$ cat config.mk
export PLATFORM = sky130hd
export DESIGN_NAME = multi_channel_dac
export DESIGN_NICKNAME = d
export VERILOG_FILES = /design/src/rtl/dac_pkg.sv /design/src/rtl/sample_timer.sv /design/src/rtl/multi_channel_dac.sv
export SDC_FILE = /design/constraint.sdc
export NUM_CORES = 1
export LEC_CHECK = 0
export BUFFER_PORTS_ARGS = -buffer_cell sky130_fd_sc_hd__clkbuf_2
export CAP_MARGIN = 40
export CORE_ASPECT_RATIO = 1.2
export CORE_MARGIN = 5
export CORE_UTILIZATION = 44
export CTS_CLUSTER_DIAMETER = 80
export DETAILED_ROUTE_END_ITERATION = 8
export HOLD_SLACK_MARGIN = 0.06
export PLACE_DENSITY = 0.68
export SETUP_SLACK_MARGIN = 0.5
export SYNTH_ARGS = -nofsm -noshare
export SYNTH_HDL_FRONTEND = slang
export SYNTH_HIERARCHICAL = 1
export SYNTH_SLANG_ARGS = --single-unit
$ cat constraint.sdc
create_clock -name clk -period 1.6 [get_ports clk]
set_input_delay 0.4 -clock clk [delete_from_list [all_inputs] [get_ports clk]]
set_output_delay 0.4 -clock clk [all_outputs]
set_load 0.005 [all_outputs]
$ cat src/rtl/dac_pkg.sv
// Modulator mode constants shared by the channel mixer and the DAC front end.
package dac_pkg;
   localparam int MODE_PWM = 0;
   localparam int MODE_SDM = 1;
endpackage

$ cat src/rtl/sample_timer.sv
// Sample-period timer: counts 0..PERIOD-1 and emits a registered 1-cycle tick on wrap.
module sample_timer #(
   parameter int PERIOD = 128
) (
   input  logic clk,
   input  logic rst,
   output logic tick,
   output logic wrap
);
   localparam int CW = (PERIOD > 1) ? $clog2(PERIOD) : 1;

   logic [CW-1:0] cnt;

   // wrap is the combinational "last count" so callers can load data on the same edge that raises tick
   assign wrap = (cnt == CW'(PERIOD - 1));

   always_ff @(posedge clk) begin
      if (rst) begin
         cnt  <= '0;
         tick <= 1'b0;
      end else begin
         tick <= wrap;
         cnt  <= wrap ? '0 : cnt + 1'b1;
      end
   end
endmodule

$ cat src/rtl/multi_channel_dac.sv
// N-channel sample-and-hold DAC front end: latches one sample per channel each period
// and drives a 1-bit PWM or first-order sigma-delta stream per channel.
module multi_channel_dac
   import dac_pkg::*;
#(
   parameter int CHANNELS    = 2,
   parameter int WIDTH       = 4,
   parameter int SAMPLE_TIME = 128,
   parameter int MODE        = 0,
   parameter int SIM_LOG     = 0
) (
   input  logic                      clk,
   input  logic                      rst,
   input  logic [CHANNELS*WIDTH-1:0] samples,
   input  logic                      mute,
   output logic                      sample_tick,
   output logic [CHANNELS*WIDTH-1:0] held,
   output logic [CHANNELS-1:0]       dac_out
);
   generate
      if (CHANNELS < 1 || WIDTH < 1 || SAMPLE_TIME < 2 || (MODE != MODE_PWM && MODE != MODE_SDM)) begin : g_bad_param
         $error("multi_channel_dac: illegal parameters CHANNELS=%0d WIDTH=%0d SAMPLE_TIME=%0d MODE=%0d",
                CHANNELS, WIDTH, SAMPLE_TIME, MODE);
      end
   endgenerate

   logic [CHANNELS-1:0][WIDTH-1:0] smp;
   logic [CHANNELS-1:0][WIDTH-1:0] held_q;
   logic                           wrap;

   assign smp  = samples;
   assign held = held_q;

   sample_timer #(.PERIOD(SAMPLE_TIME)) u_timer (
      .clk  (clk),
      .rst  (rst),
      .tick (sample_tick),
      .wrap (wrap)
   );

   always_ff @(posedge clk) begin
      if (rst)       held_q <= '0;
      else if (wrap) held_q <= mute ? '0 : smp;
   end

   generate
      if (MODE == MODE_SDM) begin : g_sdm
         for (genvar c = 0; c < CHANNELS; c++) begin : g_ch
            logic [WIDTH-1:0] acc;
            logic [WIDTH:0]   sum;
            logic             bit_q;

            assign sum        = {1'b0, acc} + {1'b0, held_q[c]};
            assign dac_out[c] = bit_q;

            // accumulator persists across ticks and mute so density tracks held without re-phasing
            always_ff @(posedge clk) begin
               if (rst) begin
                  acc   <= '0;
                  bit_q <= 1'b0;
               end else begin
                  acc   <= sum[WIDTH-1:0];
                  bit_q <= sum[WIDTH];
               end
            end
         end
      end else begin : g_pwm
         logic [WIDTH-1:0] pwm_cnt;

         always_ff @(posedge clk) begin
            if (rst) pwm_cnt <= '0;
            else     pwm_cnt <= pwm_cnt + 1'b1;
         end

         for (genvar c = 0; c < CHANNELS; c++) begin : g_ch
            logic bit_q;

            assign dac_out[c] = bit_q;

            always_ff @(posedge clk) begin
               if (rst) bit_q <= 1'b0;
               else     bit_q <= (pwm_cnt < held_q[c]);
            end
         end
      end
   endgenerate

`ifndef SYNTHESIS
   generate
      if (SIM_LOG != 0) begin : g_log
         int unsigned log_n;

         always @(posedge clk) begin
            if (rst) begin
               log_n <= 0;
            end else if (sample_tick) begin
               $write("%0d", log_n);
               for (int c = 0; c < CHANNELS; c++) $write(" %0d", held_q[c]);
               $write("\n");
               log_n <= log_n + 1;
            end
         end
      end
   endgenerate
`endif
endmodule

### Word-level counts from Yosys, hierarchy flattened

Index checks and enable logic that the tools add are counted.

| storage, ports and cells | value |
|---|---|
| flip-flop bits (word level) | 22 |
| bits of input ports | 11 |
| logic and storage cells | 14 |

| cells by class | value |
|---|---|
| add/sub/neg operators | 2 |
| $lt $le $gt $ge | 2 |
| eq/ne operators | 1 |
| muxes and demuxes | 1 |
| reductions and logical operators | 1 |

Operator list:

| operator | count |
|---|---|
| $lt A4 B4 Y1 | 2 |
| $mux W8 | 1 |
| $add A7 B1 Y7 const B | 1 |
| $eq A7 B7 Y1 const B | 1 |
| $add A4 B1 Y4 const B | 1 |
| $reduce_or A2 Y1 | 1 |

### Logic depth before layout (Yosys ltp)

| logic depth | value |
|---|---|
| word-level depth | 2 |
| depth in mapped cells | 8 |
| depth with buffers taken out | 6 |

### Cells and area by module

Netlist, hierarchy kept.

Modules (own cells, without submodules):

| module | times used | cells an instance | area each (um2) | sequential area each (um2) |
|---|---|---|---|---|
| multi_channel_dac | 1 | 70 | 678.2 | 280.3 |
| sample_timer | 1 | 32 | 300.3 | 160.2 |

### Worst setup path after synthesis

Ideal clock, no wire load.

| timing | value |
|---|---|
| path type | register to register |
| start | register u_timer.cnt[0] |
| end | register held_q, in the netlist held[0] |
| arrival time | 1.279 ns |
| path slack | 0.257 ns |
| stages on the path, launching flop included | 9 |
| cells stage by stage | dfxtp_1 ha_1 nand3_2 nor2_1 buf_6 nor2b_4 buf_6 a2bb2oi_1 nor2_1 |

| between the ends | value |
|---|---|
| cells in the longest elaborated chain, start to end | 1 |

RTL lines:

| item | line | source |
|---|---|---|
| start, declared | sample_timer.sv:12 | `logic [CW-1:0] cnt;` |
| start signal, assigned | sample_timer.sv:23 | `cnt <= wrap ? '0 : cnt + 1'b1;` |
| $eq A7 B7 Y1 | sample_timer.sv:15 | `assign wrap = (cnt == CW'(PERIOD - 1));` |
| named net wrap | multi_channel_dac.sv:29 | `logic wrap;` |
| end signal, assigned | multi_channel_dac.sv:43 | `else if (wrap) held_q <= mute ? '0 : smp;` |
| end, declared | multi_channel_dac.sv:28 | `logic [CHANNELS-1:0][WIDTH-1:0] held_q;` |

The timed path passes the listed nets, and every way through them passes these cells.
A chain may end at the register's enable or synchronous reset.

### Final worst setup path

| timing | value |
|---|---|
| start | register u_timer.cnt[0] |
| end | register held_q, in the netlist held[4] |

Same word-level chain as after synthesis.

==> metrics.yaml <==
ys_seq_area_share_pct: 45.01
mostFrequentLayoutCells: "clkbuf_2 (18), nor2_1 (14), dfxtp_2 (12), buf_4 (10), dfxtp_1 (9)"
synth_compound_area_share_pct: 13.81
synth_warnings: 6
r2r_cells: 7
yosysTopAreaCell: "dfxtp_1"
syn_area_per_cell_sq_um: 9.593
clkLatencyLatePin_ns: 0.30
die_area_sq_um: 3270
cp_cell_sequence: "ha_4 -> nand3_4 -> nor2_4 -> nor2b_4 -> buf_6 -> a2bb2oi_2 -> nor2_1"
grt_start_max_net_pins: 18
ir_worst_vdd_mv: 0.6821
cts_tree: "done"
grtUsageMet2_pct: 21.10
areaGrowthSynthToFinish_pct: 45.14
cts_root_buffer: "clkbuf_4"
dp_cells: 149
num_rows: 18
place_area_sq_um: 1114
maxCapViolations: 0
ant_nets: 0
cts_hold_buf: 0
crit_path_max_incr_delay_ns: 0.37
power_density_nw_per_um2: 791.1
min-delay-path-class: "input pin to flop"
viasPerCell: 4.822
drt_iter0_markers: 14
final_area_sq_um: 1420
io_buffers: 21
crit_type: "flop to flop"
fin_skew_ns: 0.001006
finalNetCount: 153
critPathRequiredTime_ns: 1.85
final_common_cell: "clkbuf_2"
synth_xor_area_share_pct: 4.476
drv_slew: 0
gp_congestion: 0.7635
antenna_found_initial: 0
dr_total_vias: 786
power.leakage_nw: 0.5699
use_met1_pct: 15.09
clockBufferDepth: 2
grtUsageMet3_pct: 2.179
fp.coreArea_sq_um: 2095
tightest_slew_ns: 0.4041
ys_seq_elements: 22
r2r_end: "held[4]"
synth.distinct_cells: 24
worst-r2r-setup-slack_ns: 0.23
grt_pass1_vias: 729
wl_per_cell_um: 13.79
status: "completed"
busiest_layer: "met2"
drive_above_1_share_pct: 58.65
synth_area_sq_um: 978.4
critPathArrivalTime_ns: 1.62
period_share_pct: 85.59
drc: 0
drt_wl_total_um: 2247
end_kind: "flop"
die_h_um: 61.66
grt_pass1_wl_um: 3008
synth_top_family_by_area: "simple AND/OR/NAND/NOR gates"
h-tree-depth: 1
yosys-top-cells-area: "dfxtp_1 (45%), ha_1 (10%), nor2_1 (5.8%), a2bb2oi_1 (4.5%), inv_1 (3.5%)"
start_util_pct: 46.71
synth_simple_gate_area_share_pct: 18.16
worstSetupEndpoint: "held[4]"
cp_max_fo: 7
syn_nets: 121
synthMuxAreaShare_pct: 0
grtUsageTotal_pct: 12.53
synth_fa_ha_area_share_pct: 10.23
synth_cells: 102
max_freq_ghz: 0.7302
period_minus_slack_ns: 1.369
drt_pass1_iterations: 4
clk_pin_slew_worst_paths_ns: 0.13
overflow: 0
crit_slowest_cell: "dfxtp_2"
crit-reg2reg-launch: "u_timer/cnt[0]"
clock_sinks: 22
start_kind: "flop"
finalSetupViolCount: 0
numCtsBuffers: 3
die_w_um: 53.05
rsz0062_at_grt: "yes"
relSlewSlack_pct: 73.06
tns_ns: 0
ios: 22
critPathLaunch: "u_timer/cnt[0]"
synth_top_area_share_pct: 45.01
final_cells: 163
finalHoldViolCount: 0
antennaDiodeCount: 0
post-dp-hpwl_um: 1353
p_total_w: 0.001123
-- critical path, delay by kind of cell, from the launching register on --
family	cells	cell delay [ns]
buffers and inverters	1	0.14
AND/OR/NAND/NOR	4	0.60
flip-flops	1	0.37
AO/OA/AOI/OAI	1	0.04
adder cells (fa/ha/maj)	1	0.15
-- kinds of logic after synthesis --
group / count (synthesis)
AO/OA/AOI/OAI: 17
XOR/XNOR: 5
adder cells (fa/ha/maj): 8
buffers and inverters: 15
flip-flops: 22
AND/OR/NAND/NOR: 35
-- synth_stat cells --
master	n
nand2_1	3
a2bb2oi_2	2
dfxtp_1	22
nand3_1	3
or3_1	2
o21ai_0	4
inv_1	9
a211o_1	2
nor4_1	4
nor2b_1	3
a21oi_1	2
o22ai_1	1
nor2b_4	1
a2bb2oi_1	5
buf_2	2
o21bai_1	1
buf_4	2
xnor2_1	3
nand3_2	1
nor2_1	15
ha_1	8
nor3_1	3
buf_6	2
xor2_1	2
-- per-stage QoR --
| step | util, % | hold slack, ns | setup slack [ns] |
|---|---|---|---|
| after global routing | 67.80 | 0.3254 | 0.1306 |
| after detailed placement | 53.17 | 0.4321 | 0.1741 |
| after floorplan | - | 0.4203 | 0.3683 |
| after global placement | 53.17 | 0.4268 | 0.2491 |
| after CTS | 59.08 | 0.3170 | 0.3128 |
| final | 67.80 | 0.3246 | 0.2305 |
-- flip-flops by register name (all words and copies together) (netlist names) --
| register | count |
|---|---|
| g_pwm.g_ch.bit_q | 2 |
| g_pwm.pwm_cnt | 4 |
| held | 8 |
| u_timer/cnt | 7 |
| u_timer/tick | 1 |
-- metal layers --
metal | up-vias | part of all wire (%)
li1 | 406 | -
met1 | 364 | 43
met2 | 14 | 53
met3 | 2 | 3.6
met4 | 0 | 0.58
met5 | - | 0
-- how the worst min path moves through the flow --
stage	start	endpoint	slack (ns)	depth (start not counted)
floorplan	u_timer/cnt[0]	u_timer/cnt[0]	0.42	1
global placement	u_timer/cnt[0]	u_timer/cnt[0]	0.43	1
detailed placement	u_timer/cnt[0]	u_timer/cnt[0]	0.43	1
CTS	samples[3]	held[3]	0.32	3
global route	samples[1]	held[1]	0.33	3
finish	samples[1]	held[1]	0.32	3
-- final cells by class --
type | count | area [sq um]
clock buffers | 3 | 22.52
clock inverters | 1 | 30.03
fillers | 178 | 674.4
inverters | 9 | 33.78
multi-input cells | 65 | 628.1
flip-flops and latches | 22 | 459.2
well taps | 30 | 37.54
repair buffers | 33 | 209.0
-- power by group --
group | internal (W) | switching, W | total (W)
clock network | 0.000253 | 0.000174 | 0.000427
logic | 0.0000609 | 0.0000461 | 0.000107
registers | 0.000567 | 0.0000219 | 0.000589
-- what timing repair did --
| action | 4_1_cts | 5_1_grt |
|---|---|---|
| endpoints found under the setup margin | 26 | 27 |
| gates resized for setup | 16 | 29 |
| pin swaps | 8 | 10 |
| buffers inserted | 3 | 7 |
Note: power is estimated with default switching activity, not from simulation.
